**src/rtl/fetch_pkg.sv**
```systemverilog
// Shared types and constants for the fetch-to-decode instruction queue.
package fetch_pkg;

    localparam int          INSTR_W   = 32;
    localparam logic [31:0] NOP_INSTR = 32'hD503201F;

    // Entry layout at the default 64-bit PC width. The queue keeps PC and
    // instruction in separate arrays so its PC width can follow the instance parameter N.
    typedef struct packed {
        logic [63:0]        pc;
        logic [INSTR_W-1:0] instr;
    } fetch_entry_t;

endpackage

```
**src/rtl/fq_ptr.sv**
```systemverilog
// Modulo-DEPTH pointer: wraps DEPTH-1 -> 0 on inc, clears on reset or clear.
// Latency 1 cycle; clear has priority over inc; no backpressure of its own.
module fq_ptr #(
    parameter int DEPTH = 4,
    parameter int AW    = $clog2(DEPTH)
) (
    input  logic          clk,
    input  logic          reset,
    input  logic          clear,
    input  logic          inc,
    output logic [AW-1:0] ptr
);

    always_ff @(posedge clk) begin
        if (reset || clear) begin
            ptr <= '0;
        end else if (inc) begin
            ptr <= (ptr == AW'(DEPTH - 1)) ? '0 : ptr + AW'(1);
        end
    end

endmodule

```
**src/rtl/fetch_queue.sv**
```systemverilog
// Prefetch FIFO of {PC, instr} between fetch and decode; flushed on taken branch.
// Push visible at head 1 cycle later, no bypass; push_ready_F is registered-only (count != DEPTH).
module fetch_queue
    import fetch_pkg::*;
#(
    parameter int N     = 64,
    parameter int DEPTH = 4
) (
    input  logic                       clk,
    input  logic                       reset,
    input  logic                       push_valid_F,
    output logic                       push_ready_F,
    input  logic [N-1:0]               push_pc_F,
    input  logic [INSTR_W-1:0]         push_instr_F,
    output logic                       pop_valid_D,
    input  logic                       pop_ready_D,
    output logic [N-1:0]               pop_pc_D,
    output logic [INSTR_W-1:0]         pop_instr_D,
    input  logic                       flush_F,
    output logic [$clog2(DEPTH+1)-1:0] count
);

    localparam int AW = $clog2(DEPTH);
    localparam int CW = $clog2(DEPTH + 1);

    logic [N-1:0]       pc_mem    [DEPTH];
    logic [INSTR_W-1:0] instr_mem [DEPTH];
    logic [AW-1:0]      head;
    logic [AW-1:0]      tail;
    logic [CW-1:0]      count_q;
    logic               push_fire;
    logic               pop_fire;

    assign push_ready_F = (count_q != CW'(DEPTH));
    assign pop_valid_D  = (count_q != '0);
    assign count        = count_q;

    // A flush or reset in the same cycle cancels both handshakes.
    assign push_fire = push_valid_F && push_ready_F && !flush_F && !reset;
    assign pop_fire  = pop_valid_D  && pop_ready_D  && !flush_F && !reset;

    fq_ptr #(.DEPTH(DEPTH), .AW(AW)) u_head (
        .clk   (clk),
        .reset (reset),
        .clear (flush_F),
        .inc   (pop_fire),
        .ptr   (head)
    );

    fq_ptr #(.DEPTH(DEPTH), .AW(AW)) u_tail (
        .clk   (clk),
        .reset (reset),
        .clear (flush_F),
        .inc   (push_fire),
        .ptr   (tail)
    );

    always_ff @(posedge clk) begin
        if (push_fire) begin
            pc_mem[tail]    <= push_pc_F;
            instr_mem[tail] <= push_instr_F;
        end
    end

    always_ff @(posedge clk) begin
        if (reset || flush_F) begin
            count_q <= '0;
        end else begin
            case ({push_fire, pop_fire})
                2'b10:   count_q <= count_q + CW'(1);
                2'b01:   count_q <= count_q - CW'(1);
                default: count_q <= count_q;
            endcase
        end
    end

    assign pop_pc_D    = pop_valid_D ? pc_mem[head]    : '0;
    assign pop_instr_D = pop_valid_D ? instr_mem[head] : NOP_INSTR;

endmodule

```
**config.mk**
```make
export PLATFORM = sky130hd
export DESIGN_NAME = fetch_queue
export DESIGN_NICKNAME = d
export VERILOG_FILES = /design/src/rtl/fetch_pkg.sv /design/src/rtl/fq_ptr.sv /design/src/rtl/fetch_queue.sv
export SDC_FILE = /design/constraint.sdc
export NUM_CORES = 1
export LEC_CHECK = 0
export BUFFER_PORTS_ARGS = -buffer_cell sky130_fd_sc_hd__buf_2
export CAP_MARGIN = 5
export CORE_ASPECT_RATIO = 1.4
export CORE_MARGIN = 1.5
export CORE_UTILIZATION = 60
export DETAILED_ROUTE_END_ITERATION = 10
export PLACE_DENSITY = 0.83
export RECOVER_POWER = 50
export SETUP_SLACK_MARGIN = 0.05
export SKIP_CTS_REPAIR_TIMING = 1
export SLEW_MARGIN = 20
export SYNTH_ARGS = -nofsm -noshare
export SYNTH_HDL_FRONTEND = slang
export SYNTH_HIERARCHICAL = 1
export SYNTH_SLANG_ARGS = --single-unit
```
**constraint.sdc**
```tcl
create_clock -name clk -period 22.9 [get_ports clk]
set_input_delay 6.87 -clock clk [delete_from_list [all_inputs] [get_ports clk]]
set_output_delay 6.87 -clock clk [all_outputs]
set_load 0.02 [all_outputs]
```
==> flow_summary.yaml, run 1 <==
outcome:
  status: "finished, violations left"
  violations: "capacitance limit, slew limit"
global_routing:
  grt_max_degree: 66
  antenna_found_initial: 3
  gr-total-overflow: 0
  grt_pass1_vias: 7479
  grt_usage_pct: 22.0
  grt_pass1_wl_um: 41700
cts:
  htree_levels: 2
  clockBufferDepth: 3
  cts.reportedPaths.clkPinSlew_ns: 0.06
  root_buffer: "clkbuf_16"
  cts_tree: "done"
  cts_made_buffers: 34
  insertion_delay_ns: 0.50
  cts_num_sinks: 391
finish:
  mostFrequentLayoutCell: "edfxtp_1"
  nets: 974
  area.growth.synth_to_final_pct: 15.4
  num-fill-cells: 1538
  multi_input_comb_area_um2: 3020
  regArea_um2: 11700
  drive_gt1_share_pct: 29.5
  final_cell_mix: "edfxtp_1 (384), clkbuf_1 (106), buf_2 (101), mux4_2 (96), and2_1 (83)"
  finalNonFillerCells: 1213
die:
  start_util_pct: 60.9
  pin_count: 202
  rows: 68
  fp.dieH_um: 190
  die_area_um2: 25800
  die_x_um: 136
  coreArea_um2: 24500
placement:
  gp_congestion: 0.713
  dp_slack_ns: 12.85
  post-dp-hpwl_um: 16400
  numPortBuffers: 201
  post-place-cells: 1148
pwr:
  fin_total_pwr_mw: 1.40
  intPower_mw: 1.14
  clkPwrFrac_pct: 40.8
  swShare_pct: 18.4
  combPwrFrac_pct: 2.4
  leakagePower_nw: 5.58
  p_seq_share_pct: 56.8
  ir_drop_v: 0.0000721
  switching_power_mw: 0.257
  powerDensity_nw_per_um2: 81.2
critical_path:
  critical_path_required_ns: 16.03
  worstPathArrival_ns: 3.57
  endpoint_kind: "output pin"
  path_delay_family: "buffers and inverters"
  rrSetupSlack_ns: 19.41
  reg2reg_to: "instr_mem[1][9]"
  cp-start-kind: "register"
  crit_path_end: "pop_instr_D[31]"
  crit_path_frequent_cell: "buf_4"
  crit_type: "reg -> out"
  cp_slowest_stage_delay_ns: 0.82
  crit_fanout: 47
  slowest_stage: "buf_4"
  critPathBufInv: 3
  reg2reg_from: "count[1]"
  cp-startpoint: "u_head/ptr[0]"
  r2r_cells: 4
  crit_chain: "buf_4 > buf_4 > mux4_2 > or2_1 > buf_2"
  path_depth: 5
drt:
  finalWirelength_um: 27800
  vias_per_cell: 5.80
  drc_errors: 0
  num_vias: 7039
  wire_per_inst_um: 22.9
  drtIter0Drc: 585
  drtPass1Iterations: 4
  ant_nets: 0
sta:
  setup_viol_count_final: 0
  fin_worst_skew_ns: 0.0138
  period_share_pct: 45.6
  tightest_slew_ns: 2.60
  period_minus_slack_ns: 10.44
  slew_violations: 84
  tns_ns: 0
  fin_ws_ns: 12.46
  max-slew-margin-rel_pct: -73.2
  hold_viol: 0
  fmax_mhz: 95.8
  rsz0062_at_grt: "false"
synthesis:
  synth-async-reset-ratio_pct: 0
  synth-main-ff-cell: "edfxtp_1"
  netlist_area_um2: 14900
  synth.avg_cell_area_um2: 22.9
  syn_nets: 757
  ys_ff_latch: 391
  synth_edf_count: 384
  synth_cell_types: 30
  yosysWarnings: 6
  synthCells: 652
  ys_seq_area_share_pct: 78.2
run:
  drv_cap: 2
min_path:
  hold_path_class: "reg -> reg"
-- per-stage QoR --
step	instance area, µm²	utilization (%)	hold WS, ns
6_report	17200	70.2	0.550
5_1_grt	17200	70.2	0.576
2_1_floorplan	14900	-	0.501
3_5_place_dp	16200	66.2	0.539
3_3_place_gp	16200	66.2	0.519
4_1_cts	17300	70.8	0.548
-- tightest hold or removal path: cells and delay by family (launching register included) --
kind,cells,cell delay [ns]
DFF,1,0.35
AOI/OAI and AO/OA,2,0.15
-- power by group through the flow --
stage | Sequential, mW | Combinational (mW) | Clock (mW)
2_1_floorplan | 0.810 | 0.0142 | 0
3_3_place_gp | 0.808 | 0.0338 | 0
3_5_place_dp | 0.809 | 0.0356 | 0
4_1_cts | 0.793 | 0.0359 | 0.582
5_1_grt | 0.793 | 0.0361 | 0.604
6_report | 0.793 | 0.0329 | 0.570
-- metal layers --
metal	vias up	GRT usage (%)	wire (µm)	part of all wire (%)
li1	3112	-	-	-
met1	3645	27.0	10100	36
met2	231	38.4	15000	54
met3	51	4.82	1860	6.7
met4	0	8.22	807	2.9
met5	-	0	0	0
-- cell families (layout without fill, tap and decap cells) --
| family | count (synthesis) | count (layout) | share of synthesized area, % |
|---|---|---|---|
| flip-flops | 391 | 391 | 78.2 |
| AND/OR/NAND/NOR | 115 | 115 | 4.83 |
| multiplexers | 98 | 98 | 14.6 |
| buffers and inverters | 37 | 277 | 1.50 |
| AO/OA/AOI/OAI | 5 | 5 | 0.285 |
| adder cells (fa/ha/maj) | 4 | 4 | 0.386 |
| XOR/XNOR | 2 | 2 | 0.117 |
| other | 0 | 6 | 0 |
-- sequential cells by signal, summed over array words and instances (netlist names) --
| register | cells |
|---|---|
| u_head/ptr | 2 |
| count | 3 |
| pc_mem | 256 |
| u_tail/ptr | 2 |
| instr_mem | 128 |
-- worst min path at each step --
| stage | endpoint | startpoint | depth (start not counted) |
|---|---|---|---|
| 2_1_floorplan | u_head/ptr[0] | u_head/ptr[0] | 2 |
| 3_3_place_gp | count[2] | count[2] | 2 |
| 3_5_place_dp | count[2] | count[2] | 2 |
| 4_1_cts | count[2] | count[2] | 2 |
| 5_1_grt | count[2] | count[2] | 2 |
| 6_report | count[2] | count[2] | 2 |
-- layout make-up --
type | count | area share, %
clock inverters | 20 | 1.32
well taps | 315 | 2.29
clock buffers | 39 | 5.18
multi-input cells | 224 | 17.6
repair buffers | 213 | 5.60
inverters | 5 | 0.109
diodes | 6 | 0.0873
flip-flops and latches | 391 | 67.9
-- Yosys cell counts, types with 2 or more instances --
cell type	instances	area share, %
a211oi_2	2	0.17
and2_1	83	3.5
and3_1	2	0.084
buf_2	10	0.34
buf_8	4	0.40
clkbuf_1	15	0.38
dfxtp_1	7	0.94
edfxtp_1	384	77
ha_1	3	0.25
inv_1	5	0.13
mux2i_1	2	0.13
mux4_2	96	14
nand2b_1	2	0.084
nor2_1	2	0.050
nor3_1	5	0.17
nor3b_1	2	0.10
or2_1	13	0.55
or3b_1	2	0.12
xor2_1	2	0.12
No activity file was read; power rests on OpenSTA's default activity.
==> inputs of run 2 (changes only) <==
--- a/config.mk
+++ b/config.mk
@@ -9,9 +9,9 @@
 export CAP_MARGIN = 5
 export CORE_ASPECT_RATIO = 1.4
 export CORE_MARGIN = 1.5
-export CORE_UTILIZATION = 60
+export CORE_UTILIZATION = 52
 export DETAILED_ROUTE_END_ITERATION = 10
-export PLACE_DENSITY = 0.83
+export PLACE_DENSITY = 0.76
 export RECOVER_POWER = 50
 export SETUP_SLACK_MARGIN = 0.05
 export SKIP_CTS_REPAIR_TIMING = 1
==> constraint.sdc (replaced) <==
create_clock -name clk -period 8.5 [get_ports clk]
set_input_delay 2.55 -clock clk [delete_from_list [all_inputs] [get_ports clk]]
set_output_delay 2.55 -clock clk [all_outputs]
set_load 0.02 [all_outputs]
==> run 2 against run 1 <==
The flow still finishes with violations (capacitance limit, slew limit). Die area up 15%. Via count down 0.88%. First-iteration DRC count down 28%. Wire length down 0.89%. Final cell count up 4.5%. Hold slack better by 0.040 ns. Power rose to 2.7 times the previous value. Cell area up 0.36%. Sequential cell count unchanged. Sequential share of layout area down 0.24 points. Sequential power rose to 2.7 times the previous value.
==> flow_summary.yaml, run 2 (synthesized netlist as in run 1, its figures left out) <==
cts:
  cts_made_buffers: 35
  clockBufferDepth: 3
  root_buffer: "clkbuf_16"
  cts.reportedPaths.clkPinSlew_ns: 0.06
  insertion_delay_ns: 0.51
  htree_levels: 2
  cts_num_sinks: 391
  cts_tree: "done"
global_routing:
  grt_usage_pct: 19.0
  antenna_found_initial: 1
  grt_pass1_wl_um: 42200
  gr-total-overflow: 0
  grt_max_degree: 86
  grt_pass1_vias: 7401
placement:
  post-dp-hpwl_um: 15900
  postPlaceCellArea_um2: 16300
  numPortBuffers: 201
  gp_congestion: 0.761
critical_path:
  critical_path_required_ns: 8.63
  rrSetupSlack_ns: 4.12
  cp-startpoint: "flush_F"
  reg2reg_from: "count[0]"
  reg2reg_to: "instr_mem[1][3]"
  crit_fanout: 53
  cp-start-kind: "input pin"
  r2r_cells: 5
  endpoint_kind: "register"
  crit_type: "in -> reg"
  worstPathArrival_ns: 6.27
drt:
  maxUsedRoutingLayer: "met4"
  drc_errors: 0
  vias_per_cell: 5.50
  finalWirelength_um: 27500
  wire_per_inst_um: 21.7
  wl_met3_um: 1570
  drtPass1Iterations: 4
  drtIter0Drc: 422
  dr_wl_met2_um: 14100
  num_vias: 6977
  m1WireLength_um: 11200
  ant_nets: 0
pwr:
  ir_drop_v: 0.000199
  leakagePower_nw: 5.57
  powerDensity_nw_per_um2: 217
  fin_total_pwr_mw: 3.74
die:
  coreArea_um2: 28300
  pin_count: 202
  die_area_um2: 29700
  die_x_um: 146
  fp.dieH_um: 203
  rows: 73
  start_util_pct: 52.7
sta:
  rsz0062_at_grt: "false"
  setup_viol_count_final: 0
  holdWs_ns: 0.590
  fmax_mhz: 163
  period_minus_slack_ns: 6.14
  period_share_pct: 72.2
  tns_ns: 0
  hold_viol: 0
  tightest_slew_ns: 2.76
  slew_violations: 88
  fin_worst_skew_ns: 0.0142
  max-slew-margin-rel_pct: -84.2
finish:
  regArea_um2: 11700
  largest_register_ffs: 256
  drive_gt1_share_pct: 29.1
  final_cell_area_um2: 17300
  final_core_util_pct: 61.0
  area.growth.synth_to_final_pct: 15.8
  final_cell_mix: "edfxtp_1 (384), clkbuf_1 (109), buf_2 (101), mux4_2 (96), and2_1 (83)"
  mostFrequentLayoutCell: "edfxtp_1"
  num-fill-cells: 2056
  largest-register: "pc_mem"
  nets: 973
  multi_input_comb_area_um2: 3040
min_path:
  hold_path_class: "reg -> reg"
  whs_endpoint: "count[2]"
  min_from: "count[2]"
  holdPathStages: 2
outcome:
  status: "finished, violations left"
  violations: "capacitance limit, slew limit"
run:
  drv_cap: 2
[run 2: cell count changes in the layout (fill, tap and decap cells not counted)]
cell	previous run	this run
buf_12	0	1
buf_4	10	7
bufinv_16	5	3
clkbuf_1	106	109
clkbuf_16	35	37
clkinv_1	6	7
clkinvlp_4	2	0
diode_2	6	2
inv_6	1	0
nor3b_1	1	0
nor3b_2	1	0
nor3b_4	0	2
[run 2: layout make-up]
cell class              instances  share of cell area (%)
inverters                       5                   0.109
flip-flops and latches        391                    67.6
diodes                          2                  0.0290
clock inverters                16                   0.848
clock buffers                  44                    5.51
repair buffers                211                    5.56
multi-input cells             224                    17.6
well taps                     375                    2.72
[run 2: worst max-delay path by stage]
stage                                   to  slack [ns]  depth (start not counted)
final                      instr_mem[1][3]        2.36                          6
after global routing      instr_mem[1][16]        1.90                          6
after CTS                  pop_instr_D[28]        2.84                          4
after detailed placement  instr_mem[3][30]        3.17                          6
after global placement       pc_mem[3][29]        3.21                          6
after floorplan            instr_mem[2][0]        1.28                          3
[run 2: stage by stage]
step / std cells / worst slack (ns)
6_report: 1268 / 2.36
5_1_grt: 1267 / 1.90
2_1_floorplan: 652 / 1.28
3_3_place_gp: 1206 / 3.21
4_1_cts: 1266 / 2.84
3_5_place_dp: 1206 / 3.17
[run 2: critical path, stage by stage]
cell	delay, ns
clkbuf_1	0.15
nor2_1	0.19
nand3_1	0.28
nor3b_4	0.24
clkbuf_1	1.89
buf_4	0.89
[run 2: report_power, final]
group          internal [mW]  switching, mW  leakage, nW
Sequential              2.13        0.00420         3.53
Combinational         0.0321         0.0566         1.50
Clock                  0.882          0.633        0.541
[run 2: per-layer routing]
layer / up-vias / GRT usage [%]
met2: 203 / 31.4
li1: 3098 / -
met5: - / 0
met1: 3636 / 25.3
met4: 0 / 7.07
met3: 40 / 3.96
==> inputs of run 3 (changes only) <==
--- a/config.mk
+++ b/config.mk
@@ -5,6 +5,7 @@
 export SDC_FILE = /design/constraint.sdc
 export NUM_CORES = 1
 export LEC_CHECK = 0
+export ABC_AREA = 1
 export BUFFER_PORTS_ARGS = -buffer_cell sky130_fd_sc_hd__buf_2
 export CAP_MARGIN = 5
 export CORE_ASPECT_RATIO = 1.4
==> constraint.sdc (replaced) <==
create_clock -name clk -period 5.5 [get_ports clk]
set_input_delay 1.65 -clock clk [delete_from_list [all_inputs] [get_ports clk]]
set_output_delay 1.65 -clock clk [all_outputs]
set_load 0.02 [all_outputs]
==> run 3 against run 2 <==
The flow still finishes with violations (capacitance limit, slew limit). Synthesized cell count up 94%. Sequential share of layout area down 1.9 points. Utilization down 0.28 points. Sequential power up 55%. Clock power up 61%. Via count up 41%. Clock skew down 0.0054 ns. Largest cell class unchanged. Highest routed layer is now met5.
==> flow_summary.yaml, run 3 <==
cts:
  htree_levels: 2
  cts.reportedPaths.clkPinSlew_ns: 0.06
  clockBufferDepth: 3
  root_buffer: "clkbuf_16"
  cts_tree: "done"
  insertion_delay_ns: 0.52
  cts_made_buffers: 38
  cts_num_sinks: 391
die:
  die_area_um2: 30800
  start_util_pct: 52.9
  pin_count: 202
  coreArea_um2: 29300
  rows: 74
  die_x_um: 149
  fp.dieH_um: 207
critical_path:
  crit_fanout: 43
  endpoint_kind: "register"
  worstPathArrival_ns: 4.69
  slowest_stage: "clkbuf_1"
  cp-start-kind: "input pin"
  crit_type: "in -> reg"
  critical_path_required_ns: 5.58
  path_delay_family: "buffers and inverters"
  crit_path_frequent_cell: "clkbuf_1"
  crit_chain: "clkbuf_1 > nor2_1 > nand3_1 > nor3_1 > clkbuf_1"
  cp_slowest_stage_delay_ns: 1.99
  critPathBufInv: 2
drt:
  num_vias: 9845
  drc_errors: 0
  vias_per_cell: 5.28
  drtPass1Iterations: 5
  wl_met3_um: 1970
  dr_wl_met2_um: 16900
  wire_per_inst_um: 17.2
  ant_nets: 0
  m1WireLength_um: 12100
  finalWirelength_um: 32100
  drtIter0Drc: 598
  maxUsedRoutingLayer: "met5"
synthesis:
  ys_ff_latch: 391
  synth-async-reset-ratio_pct: 0
  yosys-top-cells-count: "edfxtp_1 (384), nand2_1 (345), nor2_1 (201)"
  synthTopCellsByArea: "edfxtp_1 (75%), nand2_1 (8.4%), nor2_1 (4.9%)"
  ys_seq_area_share_pct: 75.5
  synth.most_common_cell: "edfxtp_1"
  syn_nets: 1371
  yosys.area.top_type_share_pct: 74.6
  synthCells: 1266
  synth_cell_types: 23
  netlist_area_um2: 15500
  yosysWarnings: 6
  synth_edf_count: 384
  synth_top_area_cell: "edfxtp_1"
  synth.avg_cell_area_um2: 12.2
  synth-main-ff-cell: "edfxtp_1"
sta:
  fin_worst_skew_ns: 0.00872
  max-slew-margin-rel_pct: -83.9
  fin_ws_ns: 0.892
  fmax_mhz: 217
  period_share_pct: 83.8
  setup_viol_count_final: 0
  rsz0062_at_grt: "false"
  period_minus_slack_ns: 4.61
  tightest_slew_ns: 2.76
  slew_violations: 44
  hold_viol: 0
min_path:
  hold_path_class: "reg -> reg"
global_routing:
  grt_pass1_wl_um: 49900
  antenna_found_initial: 6
  grt_pass1_vias: 9881
  grt_max_degree: 147
  grt_usage_pct: 21.0
  gr-total-overflow: 0
finish:
  drive_gt1_share_pct: 12.6
  final_cell_mix: "edfxtp_1 (384), nand2_1 (345), nor2_1 (201), clkbuf_1 (111), buf_2 (100)"
  final_cell_area_um2: 17800
  largest_register_ffs: 256
  num-fill-cells: 2278
  finalNonFillerCells: 1864
  area.growth.synth_to_final_pct: 14.9
  largest-register: "pc_mem"
  nets: 1556
  mostFrequentLayoutCell: "edfxtp_1"
pwr:
  ir_drop_v: 0.000309
  leakagePower_nw: 6.61
  powerDensity_nw_per_um2: 333
placement:
  dp_slack_ns: 1.69
  gp_congestion: 0.795
  numPortBuffers: 201
  post-dp-hpwl_um: 18200
  post-place-cells: 1791
  postPlaceCellArea_um2: 16700
outcome:
  status: "finished, violations left"
  violations: "capacitance limit, slew limit"
run:
  drv_cap: 1
-- run 3: logic make-up (layout without fill, tap and decap cells) --
kind of cell	Yosys count	in the layout	share of synthesized area [%]
buffers and inverters	90	303	2.93
adder cells (fa/ha/maj)	4	4	0.372
other	0	5	0
AO/OA/AOI/OAI	198	198	6.62
AND/OR/NAND/NOR	583	583	14.6
flip-flops	391	391	75.5
-- run 3: tightest hold or removal path: cells and delay by family, from the launching register on --
family,cells,cell delay [ns]
flip-flops,1,0.36
AND/OR/NAND/NOR,2,0.16
-- run 3: metal layers --
| layer | GRT usage, % | up-vias |
|---|---|---|
| met5 | 0 | - |
| met4 | 9.05 | 4 |
| met3 | 3.96 | 68 |
| met2 | 39.1 | 303 |
| met1 | 22.8 | 4706 |
| li1 | - | 4764 |
-- run 3: layout make-up --
class / count / area, µm² / area share, %
clock inverters: 20 / 145 / 0.817
diodes: 5 / 12.5 / 0.0704
inverters: 17 / 73.8 / 0.416
multi-input cells: 785 / 3370 / 19.0
clock buffers: 48 / 1010 / 5.68
flip-flops and latches: 391 / 11700 / 65.7
well taps: 380 / 475 / 2.68
repair buffers: 218 / 1000 / 5.64
-- run 3: through the flow --
stage	hold WS (ns)	utilization [%]	TNS (ns)	total power, mW
after CTS	0.559	61.2	0	5.97
after global placement	0.545	57.2	0	3.56
after floorplan	0.482	-	-320.96	3.47
final	0.558	60.7	0	5.92
after global routing	0.610	60.7	0	6.10
after detailed placement	0.552	57.2	0	3.57
-- run 3: final timing paths --
path | start | to | slack [ns] | cells after the start
max | flush_F | pc_mem[2][39] | 0.89 | 5
min | u_head/ptr[1] | u_head/ptr[1] | 0.56 | 2
max reg2reg | count[1] | pc_mem[2][39] | 1.83 | 5
min reg2reg | u_head/ptr[1] | u_head/ptr[1] | 0.56 | 2
-- run 3: where the power goes --
part           switching (mW)  total [mW]  internal [mW]
registers             0.00665        3.31           3.30
logic                   0.136       0.189         0.0525
clock network            1.03        2.43           1.39
